**config.mk**
```make
export PLATFORM = sky130hd
export DESIGN_NAME = dsm_decim
export DESIGN_NICKNAME = d
export VERILOG_FILES = /design/src/rtl/dsm_pkg.sv /design/src/rtl/dsm_cic_comb.sv /design/src/rtl/dsm_decim.sv
export SDC_FILE = /design/constraint.sdc
export NUM_CORES = 1
export LEC_CHECK = 0
export ABC_AREA = 1
export CORE_ASPECT_RATIO = 1.75
export CORE_MARGIN = 2
export CORE_UTILIZATION = 55
export DETAILED_ROUTE_END_ITERATION = 6
export GPL_ROUTABILITY_DRIVEN = 1
export HOLD_SLACK_MARGIN = 0.15
export PLACE_DENSITY = 0.76
export SLEW_MARGIN = 15
export SYNTH_ARGS = -nofsm -noshare
export SYNTH_HDL_FRONTEND = slang
export SYNTH_SLANG_ARGS = --single-unit
```
**constraint.sdc**
```tcl
create_clock -name clk -period 5.1 [get_ports clk]
set_input_delay 1.02 -clock clk [delete_from_list [all_inputs] [get_ports clk]]
set_output_delay 1.02 -clock clk [all_outputs]
set_load 0.05 [all_outputs]
```
**src/rtl/dsm_pkg.sv**
```systemverilog
// rtl/dsm_pkg.sv - shared sizing helpers and legality checks for the delta-sigma decimator
package dsm_pkg;

    localparam int ORDER_MIN     = 1;
    localparam int ORDER_MAX     = 4;
    localparam int RATE_LOG2_MIN = 1;
    localparam int RATE_LOG2_MAX = 8;

    // One guard bit above N*log2(R) lets a full-scale stream (R^N) be told apart from wrap.
    function automatic int cic_width(input int order, input int rate_log2);
        return order * rate_log2 + 1;
    endfunction

    function automatic int cic_shift(input int order, input int rate_log2, input int out_w);
        return order * rate_log2 - out_w;
    endfunction

    function automatic int sat_code(input int out_w);
        return (1 << out_w) - 1;
    endfunction

    function automatic bit params_legal(input int order, input int rate_log2, input int out_w);
        return (order >= ORDER_MIN) && (order <= ORDER_MAX) &&
               (rate_log2 >= RATE_LOG2_MIN) && (rate_log2 <= RATE_LOG2_MAX) &&
               (out_w >= 1) && (order * rate_log2 >= out_w);
    endfunction

endpackage

```
**src/rtl/dsm_cic_comb.sv**
```systemverilog
// rtl/dsm_cic_comb.sv - CIC comb chain with differential delay 1, scaling and full-scale saturation
module dsm_cic_comb
    import dsm_pkg::*;
#(
    parameter int ORDER     = 3,
    parameter int RATE_LOG2 = 5,
    parameter int OUT_W     = 8,
    parameter int W         = cic_width(ORDER, RATE_LOG2)
) (
    input  logic             clk,
    input  logic             reset,
    input  logic             en,
    input  logic [W-1:0]     din,
    output logic             out_valid,
    output logic [OUT_W-1:0] out_data
);

    localparam int                SHIFT = cic_shift(ORDER, RATE_LOG2, OUT_W);
    localparam logic [OUT_W-1:0]  SAT   = OUT_W'(sat_code(OUT_W));

    logic [W-1:0]     dly      [ORDER];
    logic [W-1:0]     stage_in [ORDER];
    logic [W-1:0]     cn;
    logic [OUT_W-1:0] scaled;

    always_comb begin
        cn = din;
        for (int k = 0; k < ORDER; k++) begin
            stage_in[k] = cn;
            cn          = cn - dly[k];
        end
    end

    assign scaled = OUT_W'(cn >> SHIFT);

    always_ff @(posedge clk) begin
        if (reset) begin
            for (int k = 0; k < ORDER; k++) begin
                dly[k] <= '0;
            end
            out_valid <= 1'b0;
            out_data  <= '0;
        end else begin
            out_valid <= en;
            if (en) begin
                for (int k = 0; k < ORDER; k++) begin
                    dly[k] <= stage_in[k];
                end
                // MSB set means the comb result reached R^N: clamp rather than wrap to zero.
                out_data <= cn[W-1] ? SAT : scaled;
            end
        end
    end

endmodule

```
**src/rtl/dsm_decim.sv**
```systemverilog
// rtl/dsm_decim.sv - decimating CIC demodulator for a first-order delta-sigma 1-bit stream
module dsm_decim
    import dsm_pkg::*;
#(
    parameter int ORDER     = 3,
    parameter int RATE_LOG2 = 5,
    parameter int OUT_W     = 8
) (
    input  logic             clk,
    input  logic             reset,
    input  logic             in_valid,
    input  logic             in_bit,
    output logic             out_valid,
    output logic [OUT_W-1:0] out_data
);

    localparam int W = cic_width(ORDER, RATE_LOG2);

    if (!params_legal(ORDER, RATE_LOG2, OUT_W)) begin : g_bad_params
        $error("dsm_decim: illegal ORDER/RATE_LOG2/OUT_W combination");
    end

    logic [W-1:0]         integ [ORDER];
    logic [RATE_LOG2-1:0] sample_cnt;
    logic                 tick;

    assign tick = in_valid && (&sample_cnt);

    // Integrators wrap freely; the comb differences undo the wrap exactly.
    always_ff @(posedge clk) begin
        if (reset) begin
            for (int k = 0; k < ORDER; k++) begin
                integ[k] <= '0;
            end
            sample_cnt <= '0;
        end else if (in_valid) begin
            integ[0] <= integ[0] + W'(in_bit);
            for (int k = 1; k < ORDER; k++) begin
                integ[k] <= integ[k] + integ[k-1];
            end
            sample_cnt <= sample_cnt + 1'b1;
        end
    end

    dsm_cic_comb #(
        .ORDER     (ORDER),
        .RATE_LOG2 (RATE_LOG2),
        .OUT_W     (OUT_W),
        .W         (W)
    ) u_comb (
        .clk       (clk),
        .reset     (reset),
        .en        (tick),
        .din       (integ[ORDER-1]),
        .out_valid (out_valid),
        .out_data  (out_data)
    );

endmodule

```
* Word level (Yosys, flattened, before mapping)
Memories as Yosys holds them, arrays and structs flattened.
Cells that the tools add are included.
** Word-level totals
- Bits of input ports :: 4
- Bits in latches :: 0
- Register bits after elaboration :: 14
- Bits in writable memories :: 96
- ROM bits :: 0
- Memories kept :: 2
- Logic and storage cells :: 35
** Memory list
- integ :: words 3, width 16, read ports 3, clocked after Yosys merged registers in 0, write ports 3, line dsm_decim.sv:23 : logic [W-1:0] integ [ORDER];
- u_comb.dly :: words 3, width 16, read ports 3, clocked after Yosys merged registers in 0, write ports 3, line dsm_cic_comb.sv:21 : logic [W-1:0] dly [ORDER];
** Operators by class
- Equal/unequal tests :: 0
- Bitwise gates (word level) :: 6
- Div/mod/pow operators :: 0
- Reduce and logical (&&, ||, !) cells :: 2
- Muxes and demuxes :: 15
- Multiply operators :: 0
- Add/sub/neg operators :: 7
- Magnitude comparators :: 0
- Shifts and indexed selects :: 0
** Operator list (number)
- $mux 16 :: 6
- $sub 16x16->16 :: 3
- $add 16x16->16 :: 2
- $add 16x1->16 :: 1
- $mux 1 :: 8
- $mux 8 :: 1
- $or 1x1->1 :: 6
- $add 5x1->5 const B :: 1
- $reduce_and 5->1 :: 1
- $logic_and 1x1->1 :: 1

* Depth between registers and ports, before layout
- Depth after elaboration :: 6
- Mapped depth :: 28
- Depth with buffers taken out :: 28

* Modules after synthesis
A second synthesis with hierarchy kept.
** Second synthesis, totals
- Cell total of the unflattened synthesis :: 1107
- Area total of the unflattened synthesis :: 8339.2 um^2
** By module, submodules not included
- dsm_cic_comb :: area each 4325.4 um^2, instances 1, cells each 550
- dsm_decim :: area each 4013.8 um^2, instances 1, cells each 557

* Least setup slack after synthesis
Ideal clock, no wire load.
- Path type :: register to register
- From :: mem integ[0][32] (netlist name)
- To :: reg u_comb.out_data[2]
- Slack :: 1.001 ns
- Library setup time :: 0.114 ns
- Arrival time :: 3.986 ns
- Path buffers :: 0
- Stages on the path, launching flop included :: 27
- Path through :: edfxtp_1 inv_1 ha_1 fa_1 o31ai_1 xor2_1 inv_1 ha_1 nand2_1 nand2_1 a21oi_1 nand2_1 a21oi_1 o21bai_1 xor2_1 inv_1 ha_1 nand4_1 inv_1 nand2_1 nand3_1 a31oi_1 inv_1 nand2_4 nand3_1 nand2_1 nand2_1
** RTL lines
- start, declared :: line dsm_decim.sv:23
- end signal, assigned :: line dsm_cic_comb.sv:50 : out_data <= cn[W-1] ? SAT : scaled;
- end, declared :: line dsm_cic_comb.sv:15 : output logic [OUT_W-1:0] out_data

==> results.md <==
* IO Port Bufs at 12
* Number of H-tree levels at 3
* CTS tree: done
* Site Rows at 57
* Area of the die at 15200 µm²
* Hold crit path type: register to register
* Root buffer selected by CTS: sky130_fd_sc_hd__clkbuf_16
* Shortest period the worst path allows at 4.65 ns
* Yosys cell types at between 40 and 50
* Buffer levels on the longest clock path at 2
* Final Total Pwr at 0.00331 W
* Crit share post-route at 91.1%
* Max rail drop VDD at 0.191 mV
* Critical R2R Capture: u_comb.out_data[6]
* # DRC at 0
* Largest net degree at the start of global routing at 50
* Number of setup violations in the final report at 0
* Leakage at 3.91 nW
* Placed standard-cell area at 8130 µm²
* Boundary Pins at 13
* Number of endpoints with negative hold slack in the final report at 0
* Worst reg-to-reg path cell count at 24
* Area overhead of the layout relative to synthesis at 8.45%
* Worst flop-to-flop path startpoint: integ[0][32]
* Routed length per instance at 13.8 µm
* Data required, critical path at 5.35 ns
* Starting density of the core at between 50 and 60%
* Sequential fraction of the synthesis area at 40.6%
* Final global-route overflow total at 0
* Setup repair after global routing missed its margin: false
* Result of the run: finished clean
* Maximum frequency from static timing analysis at 215 MHz
* Hold-fix buffers, CTS at 0
* Global-route wire length before repair at 26800 µm
* Combined area of all synthesized cells at 7790 µm²
* Arrival @ worst endpoint at 4.90 ns
* Largest stage delay, worst path at roughly 0.48 ns
* Gates resized, CTS repair at 0
* HPWL after DPL at approximately 12000 µm
* Startpoint of the most critical setup path: integ[0][32]
* Ys Warns at 0
* Worst slew margin at 35.4%
* Maximum fanout encountered on the critical timing path at 8
* Most common library cell in the layout ignoring fill and taps: sky130_fd_sc_hd__inv_1
* Number of post-CTS setup repair buffers at 0
* Register-to-register setup slack at 0.45 ns
* Vias per cell at 5.40
* Cells traversed along the worst timing path: inv_1 -> ha_1 -> fa_1 -> o31ai_1 -> xor2_1 -> inv_1 -> ha_1 -> nand4_1 -> nand3_1 -> a21boi_1 -> o21ai_1 -> a21oi_1 -> xor2_1 -> ha_1 -> nand4_1 -> inv_1 -> nand2_1 -> nand3_1 -> a31oi_1 -> inv_1 -> nand2_4 -> nand3_1 -> nand2_1 -> nand2_1
* Antenna violations before repair at 0
* Synth Register Bits at 110
* Clock latency at the later pin of the worst-skew pair at 0.37 ns
* Critical path capture point type: register
* Crit path launch type: register
* Via count of the first global-routing pass at 6256
* # diodes at 0
* Core ar. at 13800 µm²
* Type of the setup path with the least slack: register to register
* End point of the critical path: u_comb.out_data[6]
* DRC marker count from the first detailed-route iteration at 200
* Number of maximum-capacitance violations at 0
* Nets at roughly 1000
* Total number of vias at a little over 6000
* Number of nets in the synthesized netlist at ~1000
* Clock sink count at 110
* Setup total negative slack at 0 ns
* Transition at the pin with the smallest max-transition slack at 0.966 ns
* GP Congestion at 0.851
* Final routed wirelength across all metal layers at 15800 µm
* Post-synthesis area per instance at between 8 and 9 µm²
* Gate count of the mapped netlist at 943
* Power density over cell area at 392 nW/µm²
* First-pass DRT Iterations at 4
* Source of the worst hold timing path: u_comb.out_data[7]
* Post-route design area at 8440 µm²
* Max-slew violations at 0
* Clock-pin slew on the worst setup and hold paths at roughly 0.080 ns
* Worst hold margin at 0.454 ns
* Leading cell types in the layout, fill and taps excluded: 175 x sky130_fd_sc_hd__inv_1, 140 x sky130_fd_sc_hd__nand2_1, 105 x sky130_fd_sc_hd__a21oi_1
* Number of clock buffers inserted by TritonCTS at 9
* Fraction of final layout cells with drive strength greater than 1 at under 10%
* Master of the slowest instance on the critical path: sky130_fd_sc_hd__fa_1
* Fillcell total at 1239
* Die outline height at 161 µm
* Max Clock Skew at 0.0139 ns
* Number of nets still failing antenna checks after routing at 0
* Worst path most repeated cell: sky130_fd_sc_hd__inv_1
* Total global-route track usage at between 20% and 30%
* Horizontal extent of the die at 93.9 µm
## how the worst min path moves through the flow
stage          cells past startpoint  slack, ns                 end
6_report                           2       0.45  u_comb.out_data[7]
5_1_grt                            2       0.47  u_comb.out_data[5]
4_1_cts                            2       0.46  u_comb.out_data[7]
3_5_place_dp                       2       0.44  u_comb.out_data[7]
3_3_place_gp                       2       0.44  u_comb.out_data[5]
2_1_floorplan                      2       0.45       sample_cnt[4]
## critical path, delay by kind of cell (launching register included)
kind | cells | cell delay [ns]
DFF | 1 | 0.37
adders and majority gates | 4 | 1.37
and+or+nand+nor | 9 | 0.81
xor gates and xnor gates | 2 | 0.43
buffers and inverters | 4 | 0.32
AOI/OAI and AO/OA | 5 | 1.22
## cell families after synthesis
family                     Yosys count  synth area share (%)
and+or+nand+nor                    333                  18.7
AOI/OAI and AO/OA                  194                  13.8
buffers and inverters              187                  9.03
DFF                                110                  40.6
adders and majority gates           82                  13.6
xor gates and xnor gates            37                  4.26
## layout make-up
cell class	instances	area, µm²	area share (%)
inverters	178	668	7.91
multi-input cells	646	3930	46.5
clock inverters	7	88.8	1.05
flip-flops and latches	110	3160	37.5
well taps	177	221	2.62
repair buffers	16	150	1.78
clock buffers	9	225	2.67
## through the flow
step	cells	util [%]	setup slack, ns
floorplan	943	-	1.00
global placement	1127	58.8	0.711
detailed placement	1127	58.8	0.481
CTS	1143	61.0	0.457
global route	1143	61.0	0.0216
finish	1143	61.0	0.453
## power by group
| group | internal (W) | total [W] | switching, W |
|---|---|---|---|
| Sequential | 0.00103 | 0.00106 | 0.0000342 |
| Clock | 0.000392 | 0.000756 | 0.000364 |
| Combinational | 0.000571 | 0.00149 | 0.000921 |
| Total | 0.00199 | 0.00331 | 0.00132 |
## Yosys cell counts (all sizes together)
cell type | number | area (µm²)
and2 | 2 | 12.5
nand2 | 151 | 594
dfxtp | 14 | 280
ha | 78 | 976
a21oi | 106 | 534
a21o | 4 | 30.0
o21ai | 48 | 240
nand3b | 2 | 18.8
a211oi | 2 | 15.0
a31oi | 4 | 25.0
edfxtp | 96 | 2880
o21a | 10 | 75.1
nand4 | 3 | 18.8
a31o | 3 | 26.3
inv | 177 | 664
a21boi | 6 | 45.0
buf | 2 | 8.75
xnor2 | 14 | 123
clkinv | 1 | 3.75
nor3 | 17 | 95.1
xor2 | 23 | 209
nor2 | 105 | 419
nand3 | 53 | 298
o31ai | 5 | 37.5
o21bai | 4 | 30.0
clkbuf | 7 | 26.3
fa | 4 | 80.1
o2111ai | 2 | 17.5
## layer usage
layer	wire length [µm]	up-vias	GRT usage, %
met1	5920	2851	22.3
met5	0	-	0
li1	-	3181	-
met4	604	0	9.88
met2	9010	89	43.8
met3	297	47	2.94
## sequential cells by signal (all words and copies together) (netlist names)
name	cells
integ	48
u_comb.dly	48
u_comb.out_data	8
sample_cnt	5
u_comb.out_valid	1
No activity file was read; power rests on OpenSTA's default activity.
